--- src/rtl/slv_i2c_io_cond_if.sv ---
// Pad-side SCL/SDA inputs and conditioned levels/strobes exchanged between
// the I2C line-conditioning front end and its consumers.
interface slv_i2c_io_cond_if;
  logic io_scl;
  logic io_sda;
  logic scl;
  logic sda;
  logic rs_io_scl;
  logic fl_io_scl;
  logic rs_io_sda;
  logic fl_io_sda;
  logic start;
  logic stop;
  logic mdl_lw_io_scl;
  logic mdl_hg_io_scl;

  modport slave (
    input  io_scl, io_sda,
    output scl, sda, rs_io_scl, fl_io_scl, rs_io_sda, fl_io_sda,
           start, stop, mdl_lw_io_scl, mdl_hg_io_scl
  );

  modport master (
    output io_scl, io_sda,
    input  scl, sda, rs_io_scl, fl_io_scl, rs_io_sda, fl_io_sda,
           start, stop, mdl_lw_io_scl, mdl_hg_io_scl
  );
endinterface

--- src/rtl/slv_i2c_io_cond.sv ---
// I2C slave line conditioning: synchronise and glitch-filter SCL/SDA, then
// derive edge, START/STOP and mid-phase strobes from the filtered levels.
module slv_i2c_io_cond #(
  parameter int SYNC_STAGES = 2,
  parameter int FILT_LEN    = 4,
  parameter int CNT_W       = 10,
  parameter int DEF_HALF    = 31
) (
  input logic              clk,
  input logic              rst_n,
  slv_i2c_io_cond_if.slave bus
);

  localparam int               FW       = (FILT_LEN > 1) ? $clog2(FILT_LEN) : 1;
  localparam logic [FW-1:0]    FLT_LAST = FW'(FILT_LEN - 1);
  localparam logic [CNT_W-1:0] CNT_MAX  = '1;
  localparam logic [CNT_W-1:0] DEF_H    = CNT_W'(DEF_HALF);

  function automatic logic [CNT_W-1:0] sat_inc(input logic [CNT_W-1:0] v);
    return (v == CNT_MAX) ? CNT_MAX : v + CNT_W'(1);
  endfunction

  function automatic logic [CNT_W-1:0] half_of(input logic [CNT_W-1:0] len);
    logic [CNT_W-1:0] h;
    h = (len == '0) ? DEF_H : (len >> 1);
    return (h == '0) ? CNT_W'(1) : h;
  endfunction

  logic [SYNC_STAGES-1:0] scl_sync_p0, sda_sync_p0;
  logic                   s_scl, s_sda;
  logic                   scl_p1, sda_p1;
  logic [FW-1:0]          scl_cnt_p1, sda_cnt_p1;
  logic                   rs_scl_p1, fl_scl_p1, rs_sda_p1, fl_sda_p1;
  logic                   scl_tgl, sda_tgl, scl_edge;
  logic [CNT_W-1:0]       ph_cnt, len_lw, len_hg, half_lw, half_hg;
  logic                   ph_vld, mid_done, mid_lw, mid_hg;

  // Stage p0: synchronisers, idle-high after reset
  always_ff @(posedge clk or negedge rst_n) begin
    if (!rst_n) begin
      scl_sync_p0 <= '1;
      sda_sync_p0 <= '1;
    end else begin
      scl_sync_p0 <= {scl_sync_p0[SYNC_STAGES-2:0], bus.io_scl};
      sda_sync_p0 <= {sda_sync_p0[SYNC_STAGES-2:0], bus.io_sda};
    end
  end

  assign s_scl   = scl_sync_p0[SYNC_STAGES-1];
  assign s_sda   = sda_sync_p0[SYNC_STAGES-1];
  assign scl_tgl = (s_scl != scl_p1) && (scl_cnt_p1 == FLT_LAST);
  assign sda_tgl = (s_sda != sda_p1) && (sda_cnt_p1 == FLT_LAST);

  // Stage p1: glitch filters; strobes register together with the new level
  always_ff @(posedge clk or negedge rst_n) begin
    if (!rst_n) begin
      scl_p1     <= 1'b1;
      sda_p1     <= 1'b1;
      scl_cnt_p1 <= '0;
      sda_cnt_p1 <= '0;
      rs_scl_p1  <= 1'b0;
      fl_scl_p1  <= 1'b0;
      rs_sda_p1  <= 1'b0;
      fl_sda_p1  <= 1'b0;
    end else begin
      rs_scl_p1 <= scl_tgl & s_scl;
      fl_scl_p1 <= scl_tgl & ~s_scl;
      rs_sda_p1 <= sda_tgl & s_sda;
      fl_sda_p1 <= sda_tgl & ~s_sda;
      if (scl_tgl) scl_p1 <= s_scl;
      if (sda_tgl) sda_p1 <= s_sda;
      scl_cnt_p1 <= (s_scl == scl_p1 || scl_tgl) ? '0 : scl_cnt_p1 + FW'(1);
      sda_cnt_p1 <= (s_sda == sda_p1 || sda_tgl) ? '0 : sda_cnt_p1 + FW'(1);
    end
  end

  assign scl_edge = rs_scl_p1 | fl_scl_p1;
  assign half_lw  = half_of(len_lw);
  assign half_hg  = half_of(len_hg);
  assign mid_lw   = ~scl_p1 & (ph_cnt == half_lw) & ~scl_edge & ~mid_done;
  assign mid_hg   =  scl_p1 & (ph_cnt == half_hg) & ~scl_edge & ~mid_done;

  // Phase measurement. The idle-high stretch after reset is not a real SCL
  // high phase, so ph_vld keeps it from being recorded as one.
  always_ff @(posedge clk or negedge rst_n) begin
    if (!rst_n) begin
      ph_cnt   <= '0;
      len_lw   <= '0;
      len_hg   <= '0;
      ph_vld   <= 1'b0;
      mid_done <= 1'b0;
    end else if (scl_tgl) begin
      ph_cnt   <= '0;
      ph_vld   <= 1'b1;
      mid_done <= 1'b0;
      if (s_scl)       len_lw <= sat_inc(ph_cnt);
      else if (ph_vld) len_hg <= sat_inc(ph_cnt);
    end else begin
      ph_cnt <= sat_inc(ph_cnt);
      if (mid_lw | mid_hg) mid_done <= 1'b1;
    end
  end

  assign bus.scl           = scl_p1;
  assign bus.sda           = sda_p1;
  assign bus.rs_io_scl     = rs_scl_p1;
  assign bus.fl_io_scl     = fl_scl_p1;
  assign bus.rs_io_sda     = rs_sda_p1;
  assign bus.fl_io_sda     = fl_sda_p1;
  assign bus.start         = fl_sda_p1 & scl_p1;
  assign bus.stop          = rs_sda_p1 & scl_p1;
  assign bus.mdl_lw_io_scl = mid_lw;
  assign bus.mdl_hg_io_scl = mid_hg;

endmodule

--- src/flat_wrapper.sv ---
// flat-port wrapper written by rule: the top's interface ports become plain ports
module slv_i2c_io_cond_flat 
#(
  parameter int SYNC_STAGES = 2,
  parameter int FILT_LEN    = 4,
  parameter int CNT_W       = 10,
  parameter int DEF_HALF    = 31
)
  (clk, rst_n, bus_io_scl, bus_io_sda, bus_scl, bus_sda, bus_rs_io_scl, bus_fl_io_scl, bus_rs_io_sda, bus_fl_io_sda, bus_start, bus_stop, bus_mdl_lw_io_scl, bus_mdl_hg_io_scl);
  slv_i2c_io_cond_if bus_i ();
  input logic clk;
  input logic rst_n;
  input wire logic [$bits(bus_i.io_scl)-1:0] bus_io_scl;
  input wire logic [$bits(bus_i.io_sda)-1:0] bus_io_sda;
  output wire logic [$bits(bus_i.scl)-1:0] bus_scl;
  output wire logic [$bits(bus_i.sda)-1:0] bus_sda;
  output wire logic [$bits(bus_i.rs_io_scl)-1:0] bus_rs_io_scl;
  output wire logic [$bits(bus_i.fl_io_scl)-1:0] bus_fl_io_scl;
  output wire logic [$bits(bus_i.rs_io_sda)-1:0] bus_rs_io_sda;
  output wire logic [$bits(bus_i.fl_io_sda)-1:0] bus_fl_io_sda;
  output wire logic [$bits(bus_i.start)-1:0] bus_start;
  output wire logic [$bits(bus_i.stop)-1:0] bus_stop;
  output wire logic [$bits(bus_i.mdl_lw_io_scl)-1:0] bus_mdl_lw_io_scl;
  output wire logic [$bits(bus_i.mdl_hg_io_scl)-1:0] bus_mdl_hg_io_scl;
  assign bus_i.io_scl = bus_io_scl;
  assign bus_i.io_sda = bus_io_sda;
  assign bus_scl = bus_i.scl;
  assign bus_sda = bus_i.sda;
  assign bus_rs_io_scl = bus_i.rs_io_scl;
  assign bus_fl_io_scl = bus_i.fl_io_scl;
  assign bus_rs_io_sda = bus_i.rs_io_sda;
  assign bus_fl_io_sda = bus_i.fl_io_sda;
  assign bus_start = bus_i.start;
  assign bus_stop = bus_i.stop;
  assign bus_mdl_lw_io_scl = bus_i.mdl_lw_io_scl;
  assign bus_mdl_hg_io_scl = bus_i.mdl_hg_io_scl;
  slv_i2c_io_cond #(.SYNC_STAGES(SYNC_STAGES), .FILT_LEN(FILT_LEN), .CNT_W(CNT_W), .DEF_HALF(DEF_HALF)) u_core (.clk(clk), .rst_n(rst_n), .bus(bus_i));
endmodule
--- config.mk ---
export PLATFORM = sky130hd
export DESIGN_NAME = slv_i2c_io_cond_flat
export DESIGN_NICKNAME = d
export VERILOG_FILES = /design/src/rtl/slv_i2c_io_cond_if.sv /design/src/rtl/slv_i2c_io_cond.sv /design/src/flat_wrapper.sv
export SDC_FILE = /design/constraint.sdc
export NUM_CORES = 1
export LEC_CHECK = 0
export ABC_CLOCK_PERIOD_IN_PS = 2270
export CAP_MARGIN = 40
export CELL_PAD_IN_SITES_DETAIL_PLACEMENT = 0
export CELL_PAD_IN_SITES_GLOBAL_PLACEMENT = 1
export CORE_ASPECT_RATIO = 0.75
export CORE_MARGIN = 5
export CORE_UTILIZATION = 30
export CTS_CLUSTER_SIZE = 16
export DETAILED_ROUTE_END_ITERATION = 10
export MAX_ROUTING_LAYER = met4
export PLACE_DENSITY_LB_ADDON = 0.1
export SETUP_SLACK_MARGIN = 0.4
export SLEW_MARGIN = 0
export SYNTH_ARGS = -nofsm -noshare
export SYNTH_HDL_FRONTEND = slang
export SYNTH_SLANG_ARGS = --single-unit
--- constraint.sdc ---
create_clock -name clk -period 2.27 [get_ports clk]
set_clock_uncertainty 0.1 [all_clocks]
set_input_delay 0.454 -clock clk [delete_from_list [all_inputs] [get_ports clk]]
set_output_delay 0.454 -clock clk [all_outputs]
set_load 0.01 [all_outputs]
==> run metrics <==
status=finished with violations; failing checks=negative setup slack; Synth warnings=0; Int Pwr=2.45 mW; DR pass1 iterations=4; FF-to-FF Start=u_core.len_lw[6]; vias per cell=approximately 4.5; share of post-route cells with drive strength above 1=around two fifths; initial antenna violation count=0; via count=between 1500 and 2000; routed wire length=between 5 and 6 mm; Sequential Power Share=between 30% and 40%; Min-Delay Startpoint=u_core.scl_sync_p0[0]; Non-Filler Instances=around 380; placed cell area=2720 sq um; largest net degree at the start of global routing=22; Net Sw Frac=about two fifths; # setup viols final=2; dpl cells=roughly 360; crit path from=u_core.len_lw[6]; final cycle utilization of the critical path=122%; wire per inst=around 15 um; fin area=about 3200 sq um; syn nets=approximately 230; Detail Placement HPWL=around 4.3 mm; hold_ws=between 0.2 and 0.3 ns; Layout Nets=just under 300; Starting Density=roughly a third; total CTS buffers=5; CTS H-Tree Depth=2; Synth top area share=a little under half; grt total ovfl=0; Setup TNS=-0.591 ns; top area cells in the synthesized netlist=dfrtp_1, dfstp_2, xnor2_1; Area Growth Syn to Fin=47.0%; # IOs=14; leakage=1.43 nW; Synth area leader=dfrtp_1; peak supply drop=about 450 uV; fin. max-slew vios=0; Die Footprint=between 9000 and 10000 sq um; vias in the first global route=roughly 1700; GP Congestion=around 0.83; Root Driver=clkbuf_8; worst min-delay path category=flip-flop to flip-flop; clock share of power=15.9%; final worst slack=-0.490 ns; FF/Latch Area=about 1200 sq um; Async S/R FF share, synth=between 90% and 100%; Power Density=1240 nW/um^2; Seq cells post-synth=between 40 and 50; Critical Path Start Type=flip-flop; max-cap check violation count=0; Skew-Pair Late Insertion Delay=~0.30 ns; Place WS=-0.657 ns; Die W=108 um; Slew headroom=between 70% and 80%; EDFF count, synth=0; initial DRC count=42; clock sink count=46; cell area after synthesis=2180 sq um; Peak Freq=362 MHz; WP data required=approximately 1.7 ns; Worst R2R Setup Slack=between 0.15 and 0.2 ns; Crit. End Element=primary output; fin crit period=2.76 ns; area of the multi-input gates=between 1000 and 1500 sq um; DRC=0; synthesized area per cell=around 10 sq um; distinct cell type count after synthesis=39; unrepaired setup endpoints after global routing=yes; CP Max Fanout=2; Die H=between 80 and 90 um; Clk pin slew, worst setup/hold paths=roughly 0.1 ns; CTS tree=yes; Primary FF master, synth=dfrtp_1; register area share after synthesis=between 50% and 60%; FP Rows=26; gr usage total=roughly 14%; post-route ant nets=0; ANT cells=0; CP Class=flip-flop to primary output; core area=6930 sq um; I/O Buffers=13; final hold vios=0; P_sw=~1.5 mW; Post-Syn Instances=about 220; Tightest Pin Transition=roughly 0.36 ns; Worst EP arrival=around 2.2 ns; CTS Buffer Depth=2; global-route wire length before repair=roughly 9.6 mm; filler instances=679; combinational power share=52.9%
worst max-delay path, stage by stage (launching register included):
cell,delay (ns)
dfrtp_1,0.39
buf_6,0.12
or4_4,0.45
o21bai_4,0.18
xnor2_2,0.08
nor4_2,0.26
nand3_1,0.18
nor2_2,0.11
buf_2,0.13
state kept, by name, indices dropped and copies added (netlist names), 2 cells and up:
register	count
u_core.scl_sync_p0	2
u_core.len_hg	10
u_core.scl_cnt_p1	2
u_core.ph_cnt	10
u_core.len_lw	10
u_core.sda_cnt_p1	2
u_core.sda_sync_p0	2
worst paths after layout:
kind	to	cells after the start
min reg2reg	u_core.scl_sync_p0[1]	0
max	bus_mdl_lw_io_scl	8
min in group asynchronous	u_core.sda_cnt_p1[1]	2
max reg2reg	u_core.mid_done	8
max in group asynchronous	u_core.bus.scl	3
min	u_core.scl_sync_p0[1]	0
stage by stage:
stage | power [mW] | util, %
floorplan | 2.22 | -
global placement | 2.90 | 39.2
detailed placement | 2.90 | 39.2
CTS | 3.76 | 43.6
global route | 4.26 | 46.3
finish | 3.96 | 46.3
kinds of logic after synthesis:
family / Yosys count / share of synthesized area [%]
buffers and inverters: 14 / 2.81
DFF: 46 / 53.1
AOI/OAI and AO/OA: 32 / 8.37
xor gates and xnor gates: 19 / 7.63
adders and majority gates: 3 / 1.72
and+or+nand+nor: 103 / 24.5
muxes: 4 / 1.89
layout by cell type (no fill, tap or decap), types with 3 or more instances in the layout:
master and n:
nand3_1 9, nand2b_1 6, o21ai_0 5, xor2_1 5, dfstp_2 6, buf_4 43
clkbuf_8 5, inv_1 5, nor3_1 4, buf_12 3, nor2_4 9, nand4_1 3
nor2_1 16, a21oi_1 3, dfrtp_1 40, nor3b_1 4, nor4_4 3, o21ai_2 5
nand2_1 23, xnor2_1 12, clkdlybuf4s50_1 4, o22ai_1 3, o21ai_1 11, buf_6 8
cell usage after synthesis, types with 4 or more instances:
master and n:
dfstp_2 6, xnor2_1 14, nand2_1 25, nor4_1 4
nor3b_1 4, nor3_1 5, dfrtp_1 40, clkbuf_1 7
xor2_1 5, nand2b_1 6, o21ai_0 21, nor2_1 26
inv_1 5, nand3_1 11
power groups by stage:
stage               clock network, mW  registers [mW]  logic, mW
floorplan                           0            1.24      0.971
global placement                    0            1.25       1.66
detailed placement                  0            1.25       1.66
CTS                             0.647            1.23       1.89
global route                    0.681            1.27       2.31
finish                          0.630            1.24       2.09
final cells by class:
cell class,count,share of cell area (%)
multi-input cells,161,38.6
flip-flops and latches,46,36.1
repair buffers,64,17.3
well taps,98,3.82
clock buffers,5,2.15
clock inverters,3,1.37
inverters,5,0.585
metal layers:
layer | vias up | part of all wire [%] | track usage (%) | wire length, um
li1 | 884 | - | - | -
met4 | 0 | 0.67 | 3.44 | 38
met5 | - | 0 | - | 0
met1 | 832 | 58 | 23.1 | 3290
met3 | 5 | 2.0 | 2.86 | 111
met2 | 10 | 40 | 17.3 | 2250
timing repair:
item,CTS,global route
pin swaps,13,13
gates resized for setup,56,42
setup buffers,6,5
hold endpoints to repair,12,0
hold buffers,1,0
setup endpoints to repair,34,26
No activity file was read; power rests on OpenSTA's default activity.
